[config.mk]
export PLATFORM = sky130hd
export DESIGN_NAME = ysyx_22040237_ifu
export DESIGN_NICKNAME = d
export VERILOG_FILES = /design/src/rtl/ysyx_22040237_ifu.sv
export SDC_FILE = /design/constraint.sdc
export NUM_CORES = 1
export LEC_CHECK = 0
export CAP_MARGIN = 20
export CELL_PAD_IN_SITES_DETAIL_PLACEMENT = 1
export CELL_PAD_IN_SITES_GLOBAL_PLACEMENT = 1
export CORE_MARGIN = 2
export CORE_UTILIZATION = 30
export CTS_CLUSTER_SIZE = 25
export DETAILED_ROUTE_END_ITERATION = 16
export GPL_ROUTABILITY_DRIVEN = 0
export PLACE_DENSITY = 0.66
export SLEW_MARGIN = 20
export SYNTH_ARGS = -nofsm -noshare
export SYNTH_HDL_FRONTEND = slang
export SYNTH_SLANG_ARGS = --single-unit
export TNS_END_PERCENT = 10
[constraint.sdc]
create_clock -name clk -period 12.55 [get_ports clk]
set_clock_uncertainty 0.05 [all_clocks]
set_input_delay 1.255 -clock clk [delete_from_list [all_inputs] [get_ports clk]]
set_output_delay 1.255 -clock clk [all_outputs]
set_load 0.01 [all_outputs]
[src/rtl/ysyx_22040237_ifu.sv]
// Instruction fetch unit: owns the fetch PC, issues one outstanding 32-bit fetch at a time,
// and buffers {pc, inst} pairs in a small FIFO toward decode. Redirects flush and restart fetch.
module ysyx_22040237_ifu #(
    parameter logic [63:0] RESET_PC   = 64'h8000_0000,
    parameter int          FIFO_DEPTH = 2
) (
    input  logic        clk,
    input  logic        rst,
    output logic        imem_req_valid,
    input  logic        imem_req_ready,
    output logic [63:0] imem_req_addr,
    input  logic        imem_rsp_valid,
    input  logic [31:0] imem_rsp_data,
    output logic        inst_valid,
    input  logic        inst_ready,
    output logic [31:0] inst,
    output logic [63:0] inst_pc,
    input  logic        redirect_valid,
    input  logic [63:0] redirect_pc
);
    localparam int PTR_W = $clog2(FIFO_DEPTH);
    localparam int CNT_W = PTR_W + 1;
    localparam logic [CNT_W-1:0] DEPTH_C = CNT_W'(FIFO_DEPTH);

    typedef enum logic [1:0] {IDLE, REQ, WAIT, DROP} state_t;

    state_t            state_reg;
    logic [63:0]       fetch_pc_reg;
    logic [CNT_W-1:0]  count_reg;
    logic [PTR_W-1:0]  head_reg;
    logic [PTR_W-1:0]  tail_reg;
    logic [63:0]       pc_mem   [FIFO_DEPTH];
    logic [31:0]       inst_mem [FIFO_DEPTH];

    logic              req_fire;
    logic              push;
    logic              pop;
    logic [CNT_W-1:0]  count_after_push;
    logic [63:0]       redirect_pc_aligned;

    assign imem_req_valid      = (state_reg == REQ) & ~rst;
    assign imem_req_addr       = fetch_pc_reg;
    assign req_fire            = imem_req_valid & imem_req_ready;
    assign redirect_pc_aligned = redirect_pc & ~64'd3;

    // A redirect cancels both the push of an in-flight response and any pop this cycle.
    assign push = (state_reg == WAIT) & imem_rsp_valid & ~redirect_valid & ~rst;
    assign pop  = inst_valid & inst_ready & ~redirect_valid;

    assign count_after_push = count_reg + CNT_W'(1) - CNT_W'(pop);

    assign inst_valid = (count_reg != '0) & ~rst;
    assign inst       = inst_valid ? inst_mem[head_reg] : 32'h0;
    assign inst_pc    = inst_valid ? pc_mem[head_reg]   : 64'h0;

    always_ff @(posedge clk) begin
        if (push) begin
            pc_mem[tail_reg]   <= fetch_pc_reg;
            inst_mem[tail_reg] <= imem_rsp_data;
        end
    end

    always_ff @(posedge clk) begin
        if (rst) begin
            state_reg    <= REQ;
            fetch_pc_reg <= RESET_PC;
            count_reg    <= '0;
            head_reg     <= '0;
            tail_reg     <= '0;
        end else if (redirect_valid) begin
            fetch_pc_reg <= redirect_pc_aligned;
            count_reg    <= '0;
            head_reg     <= '0;
            tail_reg     <= '0;
            // Anything already handed to memory must be drained through DROP.
            case (state_reg)
                IDLE:    state_reg <= REQ;
                REQ:     state_reg <= req_fire ? DROP : REQ;
                WAIT:    state_reg <= imem_rsp_valid ? REQ : DROP;
                DROP:    state_reg <= imem_rsp_valid ? REQ : DROP;
                default: state_reg <= REQ;
            endcase
        end else begin
            if (push) begin
                tail_reg <= tail_reg + PTR_W'(1);
            end
            if (pop) begin
                head_reg <= head_reg + PTR_W'(1);
            end
            if (push && !pop) begin
                count_reg <= count_reg + CNT_W'(1);
            end else if (pop && !push) begin
                count_reg <= count_reg - CNT_W'(1);
            end

            case (state_reg)
                IDLE: begin
                    if (count_reg < DEPTH_C) begin
                        state_reg <= REQ;
                    end
                end
                REQ: begin
                    if (imem_req_ready) begin
                        state_reg <= WAIT;
                    end
                end
                WAIT: begin
                    if (imem_rsp_valid) begin
                        fetch_pc_reg <= fetch_pc_reg + 64'd4;
                        state_reg    <= (count_after_push < DEPTH_C) ? REQ : IDLE;
                    end
                end
                DROP: begin
                    if (imem_rsp_valid) begin
                        state_reg <= REQ;
                    end
                end
                default: state_reg <= REQ;
            endcase
        end
    end
endmodule

==> results.ini, run 1 <==
[status]
outcome = finished clean

[pwr]
leakagePower_nw = 4.70
p_per_area_nw_per_um2 = 127
finalPower_w = 0.00190
ir_drop_mv = 0.0881

[yosys]
synth_seq_cells = 257
synth-edff-count = 188
synth_top_area_frac = 0.513
yosys_most_used_dff = edfxtp_1
yosysMostFrequentCell = edfxtp_1
synth_common_cells = edfxtp_1 (188), nor2_1 (156), mux2i_1 (96), dfxtp_1 (69), clkbuf_1 (43)
synth_area_leader_cell = edfxtp_1
syn-instance-count = 893
async_flop_share = 0
ys_warn_count = 0
synth_cell_types = 50
synthTopCellsByArea = edfxtp_1 (51%), dfxtp_1 (13%), mux2i_1 (8.7%)
synth.avg_cell_area_sq_um = 12.3
ys_seq_area_frac = 0.639
syn_area_sq_um = 11000

[clock_network]
hold_buffers = 0
cts_buffers = 29
cts.htree.levels = 1
clkTransAtPathRegs_ps = 60
clockRootBuffer = clkbuf_16
cts_setup_buffers = 0
cts_buffer_depth = 3
clkLatencyLatePin_ps = 540
post_cts_resized = 0
clock_sinks = 257
cts_tree = built

[min_path]
hp-class = reg -> reg

[place]
portBuffers = 257
placed_cells = 1578
dp_hpwl_um = 22500

[detailed_routing]
vias = 8008
wl_um = 33200
viasPerCell = 4.90
ant_nets = 0
remaining_drc_errors = 0
drt-initial-drc-count = 406
dr.pass1.iters = 4
wl_per_cell_um = 20.3

[cells_and_area]
drive_above_1_share = 0.0584
area_delta_synth_final_pct = 36.4
largest_reg_flops = 124
fillers = 3869
final_cells = 1635
largest_register = pc_mem
finalNetCount = 1246

[critical_path]
cp-end-kind = output pin
arrival_ps = 3750
crit_type = in -> out
crit_required_ps = 11240
critPathMaxFanout = 69
crit_path_start_kind = input pin

[sta]
drv_slew = 0
setup_tns_ps = 0
fmax_ghz = 0.198
worstMarginPinSlew_ps = 1040
setup_viol = 0
final.period_utilization = 0.403
rsz0062_at_grt = no
relSlewSlack = 0.307
hold_violations = 0
period_minus_slack_ps = 5060

[grt]
grt_pass1_wl_um = 51400
grt-ovfl-total = 0
grt_max_degree = 70
grt_util_all_layers = 0.173
grt_pass1_vias = 8257
antenna_found_initial = 4

[die]
ios = 264
core_sq_um = 36300
design.die.area_sq_um = 38200
start_util = 0.303
dieHeight_um = 195
die_w_um = 195
rows = 70

[flow_run]
drv_cap = 0

-- layout make-up --
cell class | count | area [sq um] | area share
Antenna cell | 3 | 7.51 | 0.000501
Multi-Input combinational cell | 572 | 3720 | 0.248
Clock buffer | 36 | 782 | 0.0521
Inverter | 11 | 42.5 | 0.00284
Clock inverter | 18 | 163 | 0.0108
Tap cell | 468 | 586 | 0.0390
Sequential cell | 257 | 7030 | 0.469
Timing Repair Buffer | 270 | 2670 | 0.178
-- layer usage --
layer,share of wire,wire length [um],GRT usage,vias to the layer above
met5,0,0,0,-
met2,0.48,16100,0.290,163
met1,0.46,15300,0.240,3957
li1,-,-,-,3858
met4,0.014,480,0.0348,0
met3,0.039,1290,0.0230,30
-- where the power goes --
part | switching, W | internal, W | leakage [nW] | total, W
Combinational | 0.0000460 | 0.0000667 | 1.94 | 0.000113
Clock | 0.000347 | 0.000486 | 0.462 | 0.000832
Sequential | 0.0000310 | 0.000926 | 2.30 | 0.000957
-- cells in the final DEF, fill, tap and decap left out, types with 4 or more instances in the layout --
cell             synthesis  final
a21oi_1                 10     10
dfxtp_1                 69     68
conb_1                   1      4
nand2_1                 40     40
o31ai_1                 10     10
inv_1                   10     10
clkbuf_16                0     29
edfxtp_1               188    188
and3_1                  11     10
or4_1                   14     14
nor4_1                  18     18
clkdlybuf4s50_1          0    256
clkbuf_1                43      4
clkinv_2                 0      4
clkinv_1                 1      5
clkinv_4                 0      4
nand3_1                 18     18
nor2_1                 156    156
mux2i_1                 96     96
xor2_1                  14     14
nor3_1                   9      8
and4_1                  14     14
o2111a_1                 4      4
o21ai_0                 15     15
or3_1                    8      8
buf_4                    4     13
nand4_1                 30     30
a211oi_1                24     24
xnor2_1                 25     25
a311oi_1                18     18
-- kinds of logic (layout without fill, tap and decap cells) --
kind of cell | count (synthesis) | in the layout | share of synthesized area
AND/OR/NAND/NOR | 335 | 335 | 0.150
flip-flops | 257 | 257 | 0.639
multiplexers | 97 | 97 | 0.0884
AO/OA/AOI/OAI | 94 | 94 | 0.0636
buffers and inverters | 67 | 335 | 0.0246
XOR/XNOR | 39 | 39 | 0.0311
adder cells (fa/ha/maj) | 3 | 3 | 0.00341
other | 1 | 7 | 0.000341
-- stage by stage --
| stage | setup slack, ps | area [sq um] | hold WS (ps) | utilization |
|---|---|---|---|---|
| 2_1_floorplan | 3410 | 11000 | 404 | - |
| 3_3_place_gp | 7420 | 14000 | 430 | 0.386 |
| 3_5_place_dp | 7400 | 14000 | 422 | 0.386 |
| 4_1_cts | 7400 | 15000 | 439 | 0.412 |
| 5_1_grt | 7250 | 15000 | 460 | 0.413 |
| 6_report | 7490 | 15000 | 434 | 0.413 |
-- critical path, cell delays in order --
cell and delay (ps):
buf_2 70, buf_4 490, or2_4 460, buf_4 690, nor2_1 140, clkdlybuf4s50_1 540
-- worst paths after layout --
path                             startpoint                        endpoint  slack, ps  cells past startpoint
max reg2reg   imem_req_addr[3]$_SDFFE_PP0P_  imem_req_addr[42]$_SDFFE_PP0P_       9410                      6
min          imem_req_addr[63]$_SDFFE_PP0P_         pc_mem[1][63]$_DFFE_PP_        430                      0
min reg2reg  imem_req_addr[63]$_SDFFE_PP0P_         pc_mem[1][63]$_DFFE_PP_        430                      0
max                                     rst                        inst[12]       7490                      6
Note: power is estimated with default switching activity, not from simulation.
==> inputs of run 2 (changes only) <==
==> constraint.sdc (replaced) <==
create_clock -name clk -period 5.2 [get_ports clk]
set_clock_uncertainty 0.05 [all_clocks]
set_input_delay 0.52 -clock clk [delete_from_list [all_inputs] [get_ports clk]]
set_output_delay 0.52 -clock clk [all_outputs]
set_load 0.01 [all_outputs]
==> run 2 against run 1 <==
Net effect: routed wire length up 0.71%; combinational power grew 140%; critical path depth is the same; die area did not move; sequential power rose by 140%; largest cell class unchanged.
==> results.ini, run 2 (synthesized netlist as in run 1, its figures left out) <==
[cells_and_area]
finalNetCount = 1245
largest_register = pc_mem
seqCellArea_sq_um = 7030
drive_above_1_share = 0.0636
final_util = 0.416
multiInputGateArea_sq_um = 3730
largest_reg_flops = 124
mostFrequentLayoutCell = clkdlybuf4s50_1
fillers = 3856
layout_common_cells = clkdlybuf4s50_1 (256), edfxtp_1 (188), nor2_1 (156)
area_delta_synth_final_pct = 37.5

[min_path]
hp-class = reg -> reg

[critical_path]
arrival_ps = 2960
cp-end-kind = output pin
crit_type = reg -> out
crit_required_ps = 4630
critPathMaxFanout = 59
crit_path_start_kind = flip-flop

[die]
rows = 70
core_sq_um = 36300
ios = 264
die_w_um = 195
dieHeight_um = 195
start_util = 0.303
design.die.area_sq_um = 38200

[pwr]
p_seq_frac = 0.480
ir_drop_mv = 0.215
power_frac_comb = 0.057
leakagePower_nw = 4.75
clkPwrFrac = 0.463
p_per_area_nw_per_um2 = 318
p_sw_frac = 0.216
p_switching_w = 0.00104
cellInternalPower_w = 0.00377

[clock_network]
cts_setup_buffers = 0
cts.htree.levels = 1
cts_buffer_depth = 3
clkTransAtPathRegs_ps = 60
clkLatencyLatePin_ps = 550
cts_buffers = 29
clockRootBuffer = clkbuf_16
clock_sinks = 257
hold_buffers = 0
post_cts_resized = 0
cts_tree = built

[detailed_routing]
drt-met1-wl_um = 15200
viasPerCell = 5.00
remaining_drc_errors = 0
ant_nets = 0
wl_met3_um = 1210
vias = 8153
dr.pass1.iters = 5
wl_um = 33400
routed.top_layer = met4
wl_per_cell_um = 20.5
drt-initial-drc-count = 388
routed-wl-met2_um = 16500

[sta]
setup_viol = 0
final.period_utilization = 0.679
whs_ps = 455
setup_tns_ps = 0
relSlewSlack = 0.316
period_minus_slack_ps = 3530
rsz0062_at_grt = no
worstMarginPinSlew_ps = 1030
drv_slew = 0
fmax_ghz = 0.283
hold_violations = 0

[status]
outcome = finished clean

[place]
portBuffers = 257
dp_hpwl_um = 22600

[flow_run]
drv_cap = 0

[grt]
grt_max_degree = 75
grt_util_all_layers = 0.173
grt_pass1_wl_um = 51100
antenna_found_initial = 1
grt_pass1_vias = 8337
grt-ovfl-total = 0

## run 2: worst paths after layout
kind	from	endpoint	slack [ps]	cells past startpoint
worst max-delay path	count_reg[0]$_SDFFE_PP0P_	inst_pc[34]	1670	6
worst min-delay path	count_reg[1]$_SDFFE_PP0P_	count_reg[1]$_SDFFE_PP0P_	450	2
worst max register to register	imem_req_addr[3]$_SDFFE_PP0P_	imem_req_addr[60]$_SDFFE_PP0P_	2000	6
worst min register to register	count_reg[1]$_SDFFE_PP0P_	count_reg[1]$_SDFFE_PP0P_	450	2
## run 2: routing by layer
layer | vias to the layer above | GRT usage
li1 | 3841 | -
met1 | 4106 | 0.236
met2 | 166 | 0.295
met3 | 40 | 0.0223
met4 | 0 | 0.0348
met5 | - | 0
## run 2: power groups by stage
| stage | clock, W | combinational [W] | sequential, W |
|---|---|---|---|
| floorplan | 0 | 0.0000895 | 0.00234 |
| global placement | 0 | 0.000269 | 0.00235 |
| detailed placement | 0 | 0.000274 | 0.00236 |
| CTS | 0.00228 | 0.000276 | 0.00231 |
| global route | 0.00236 | 0.000295 | 0.00232 |
| finish | 0.00223 | 0.000273 | 0.00231 |
## run 2: layout make-up
class / count / area share
diodes: 1 / 0.000165
flip-flops and latches: 257 / 0.465
clock buffers: 34 / 0.0519
well taps: 468 / 0.0387
clock inverters: 20 / 0.0175
repair buffers: 269 / 0.177
inverters: 11 / 0.00281
multi-input cells: 572 / 0.247
## run 2: worst max-delay path: stages, from the launching register on
cell             delay [ps]
dfxtp_1                 320
inv_1                    80
ha_1                    190
or2_4                   640
buf_4                   510
nor2_1                  130
clkdlybuf4s50_1         510
## run 2: through the flow
step	std cells	cell area [sq um]	power, W	setup slack (ps)
after global placement	1577	14100	0.00262	1540
after global routing	1632	15100	0.00497	1390
after detailed placement	1577	14100	0.00263	1510
after CTS	1631	15100	0.00487	1510
after floorplan	896	11000	0.00243	1150
final	1632	15100	0.00481	1670
==> inputs of run 3 (changes only) <==
--- a/config.mk
+++ b/config.mk
@@ -13,7 +13,7 @@
 export CTS_CLUSTER_SIZE = 25
 export DETAILED_ROUTE_END_ITERATION = 16
 export GPL_ROUTABILITY_DRIVEN = 0
-export PLACE_DENSITY = 0.66
+export PLACE_DENSITY = 0.68
 export SLEW_MARGIN = 20
 export SYNTH_ARGS = -nofsm -noshare
 export SYNTH_HDL_FRONTEND = slang
==> constraint.sdc (replaced) <==
create_clock -name clk -period 3.16 [get_ports clk]
set_clock_uncertainty 0.05 [all_clocks]
set_input_delay 0.316 -clock clk [delete_from_list [all_inputs] [get_ports clk]]
set_output_delay 0.316 -clock clk [all_outputs]
set_load 0.01 [all_outputs]
==> run 3 against run 2 <==
Net effect: sequential cell count unchanged; largest power group unchanged; first-iteration DRC count up 14%; global-route usage up 0.26 points; sequential power up 64%; clock-buffer cell count up 7; critical endpoint is now inst_pc[35]; routed wire length up 1.8%; cell count up 2.1%.
==> results.ini, run 3 (synthesized netlist as in run 1, its figures left out) <==
[grt]
grt_max_degree = 68
grt_pass1_wl_um = 51600
grt-ovfl-total = 0
antenna_found_initial = 3
grt_util_all_layers = 0.175
grt_pass1_vias = 8434

[clock_network]
hold_buffers = 0
cts_tree = built
clock_sinks = 257
cts_buffer_depth = 3
clockRootBuffer = clkbuf_16
clkLatencyLatePin_ps = 550
cts.htree.levels = 1
clkTransAtPathRegs_ps = 60
cts_buffers = 30
cts_setup_buffers = 0

[status]
outcome = finished clean

[pwr]
ir_drop_mv = 0.340
p_seq_frac = 0.489
clkPwrFrac = 0.445
leakagePower_nw = 4.89
p_sw_frac = 0.219
power_frac_comb = 0.066
p_per_area_nw_per_um2 = 502
p_switching_w = 0.00169
cellInternalPower_w = 0.00603

[place]
dpl_cell_area_sq_um = 14300
portBuffers = 257
placed_cells = 1605
dpl_worst_slack_ps = 190
dp_hpwl_um = 23100

[critical_path]
r2r_cells = 5
crit_slowest_cell = clkdlybuf4s50_1
r2r-end = imem_req_addr[47]$_SDFFE_PP0P_
crit_type = reg -> out
arrival_ps = 2650
critPathMaxFanout = 39
crit_family = buffers and inverters
critical_path_buf_inv_count = 3
crit_chain = inv_1 -> ha_1 -> or2_4 -> buf_12 -> nor2_1 -> clkdlybuf4s50_1
r2r_slack_ps = 300
crit_path_start_kind = flip-flop
crit_path_max_incr_delay_ps = 550
crit_required_ps = 2790
rr_startpoint = imem_req_addr[20]$_SDFFE_PP0P_
cp-end-kind = output pin

[detailed_routing]
dr.pass1.iters = 5
wl_per_cell_um = 20.4
remaining_drc_errors = 0
viasPerCell = 4.93
ant_nets = 0
wl_um = 34000
vias = 8219
drt-initial-drc-count = 441

[cells_and_area]
final_area_sq_um = 15400
largest_reg_flops = 124
fillers = 3843
area_delta_synth_final_pct = 39.7
layout_common_cells = clkdlybuf4s50_1 (256), edfxtp_1 (188), nor2_1 (156)
finalNetCount = 1276
largest_register = pc_mem
final_cells = 1666
drive_above_1_share = 0.0870
mostFrequentLayoutCell = clkdlybuf4s50_1

[sta]
relSlewSlack = 0.637
setup_tns_ps = 0
final.setup.worst_slack_ps = 143
setup_viol = 0
worstMarginPinSlew_ps = 539
period_minus_slack_ps = 3020
whs_ps = 275
fmax_ghz = 0.331
final.period_utilization = 0.955
hold_violations = 0
rsz0062_at_grt = yes
drv_slew = 0

[die]
die_w_um = 195
ios = 264
design.die.area_sq_um = 38200
core_sq_um = 36300
rows = 70
start_util = 0.303
dieHeight_um = 195

[min_path]
whs_path_depth = 3
hp-class = in -> reg
holdCritStartpoint = rst
min_to = imem_req_addr[4]$_SDFFE_PP0P_

[flow_run]
drv_cap = 0

## run 3: changes by cell type in the layout (fill, tap and decap cells not counted), moves of 2 or more
cell,change
clkbuf_1,+4
clkbuf_16,+2
buf_12,+3
bufinv_16,-4
buf_4,+25
diode_2,+2
## run 3: power by group through the flow
stage	Combinational, W	Sequential (W)	Clock, W
3_3_place_gp	0.000499	0.00384	0
5_1_grt	0.000552	0.00379	0.00365
2_1_floorplan	0.000157	0.00385	0
6_report	0.000510	0.00378	0.00343
3_5_place_dp	0.000510	0.00385	0
4_1_cts	0.000516	0.00378	0.00353
## run 3: how the worst max path moves through the flow
| stage | start | end | slack, ps | cells past startpoint |
|---|---|---|---|---|
| floorplan | redirect_valid | inst_mem[0][0]$_DFFE_PP_ | -310 | 5 |
| global placement | imem_rsp_valid | imem_req_addr[49]$_SDFFE_PP0P_ | 220 | 6 |
| detailed placement | imem_rsp_valid | imem_req_addr[38]$_SDFFE_PP0P_ | 190 | 7 |
| CTS | count_reg[0]$_SDFFE_PP0P_ | inst[3] | 60 | 5 |
| global route | count_reg[0]$_SDFFE_PP0P_ | inst_pc[40] | -20 | 6 |
| finish | count_reg[0]$_SDFFE_PP0P_ | inst_pc[35] | 140 | 6 |
## run 3: through the flow
step | utilization | total power [W]
floorplan | - | 0.00401
global placement | 0.395 | 0.00434
detailed placement | 0.395 | 0.00436
CTS | 0.422 | 0.00782
global route | 0.423 | 0.00799
finish | 0.423 | 0.00772
## run 3: final cells by class
| type | instances | area, sq um | area share |
|---|---|---|---|
| Clock inverter | 15 | 131 | 0.00855 |
| Sequential cell | 257 | 7030 | 0.458 |
| Clock buffer | 41 | 863 | 0.0562 |
| Timing Repair Buffer | 297 | 2930 | 0.191 |
| Tap cell | 468 | 586 | 0.0381 |
| Inverter | 11 | 53.8 | 0.00350 |
| Antenna cell | 3 | 7.51 | 0.000489 |
| Multi-Input combinational cell | 574 | 3760 | 0.245 |
## run 3: what timing repair did
item,CTS,global route
resized for setup,0,1
endpoints found under the setup margin,39,10
pin swaps,1,0
cloned,2,0
## run 3: metal layers
metal  part of all wire  vias up  track usage
li1                   -     3923            -
met1               0.45     4087        0.235
met2               0.49      174        0.299
met3              0.043       35       0.0256
met4              0.016        0       0.0427
met5                  0        -            0
## run 3: worst min-delay path: stages
cell and delay [ps]:
buf_2 160, buf_4 240, nor2_1 120
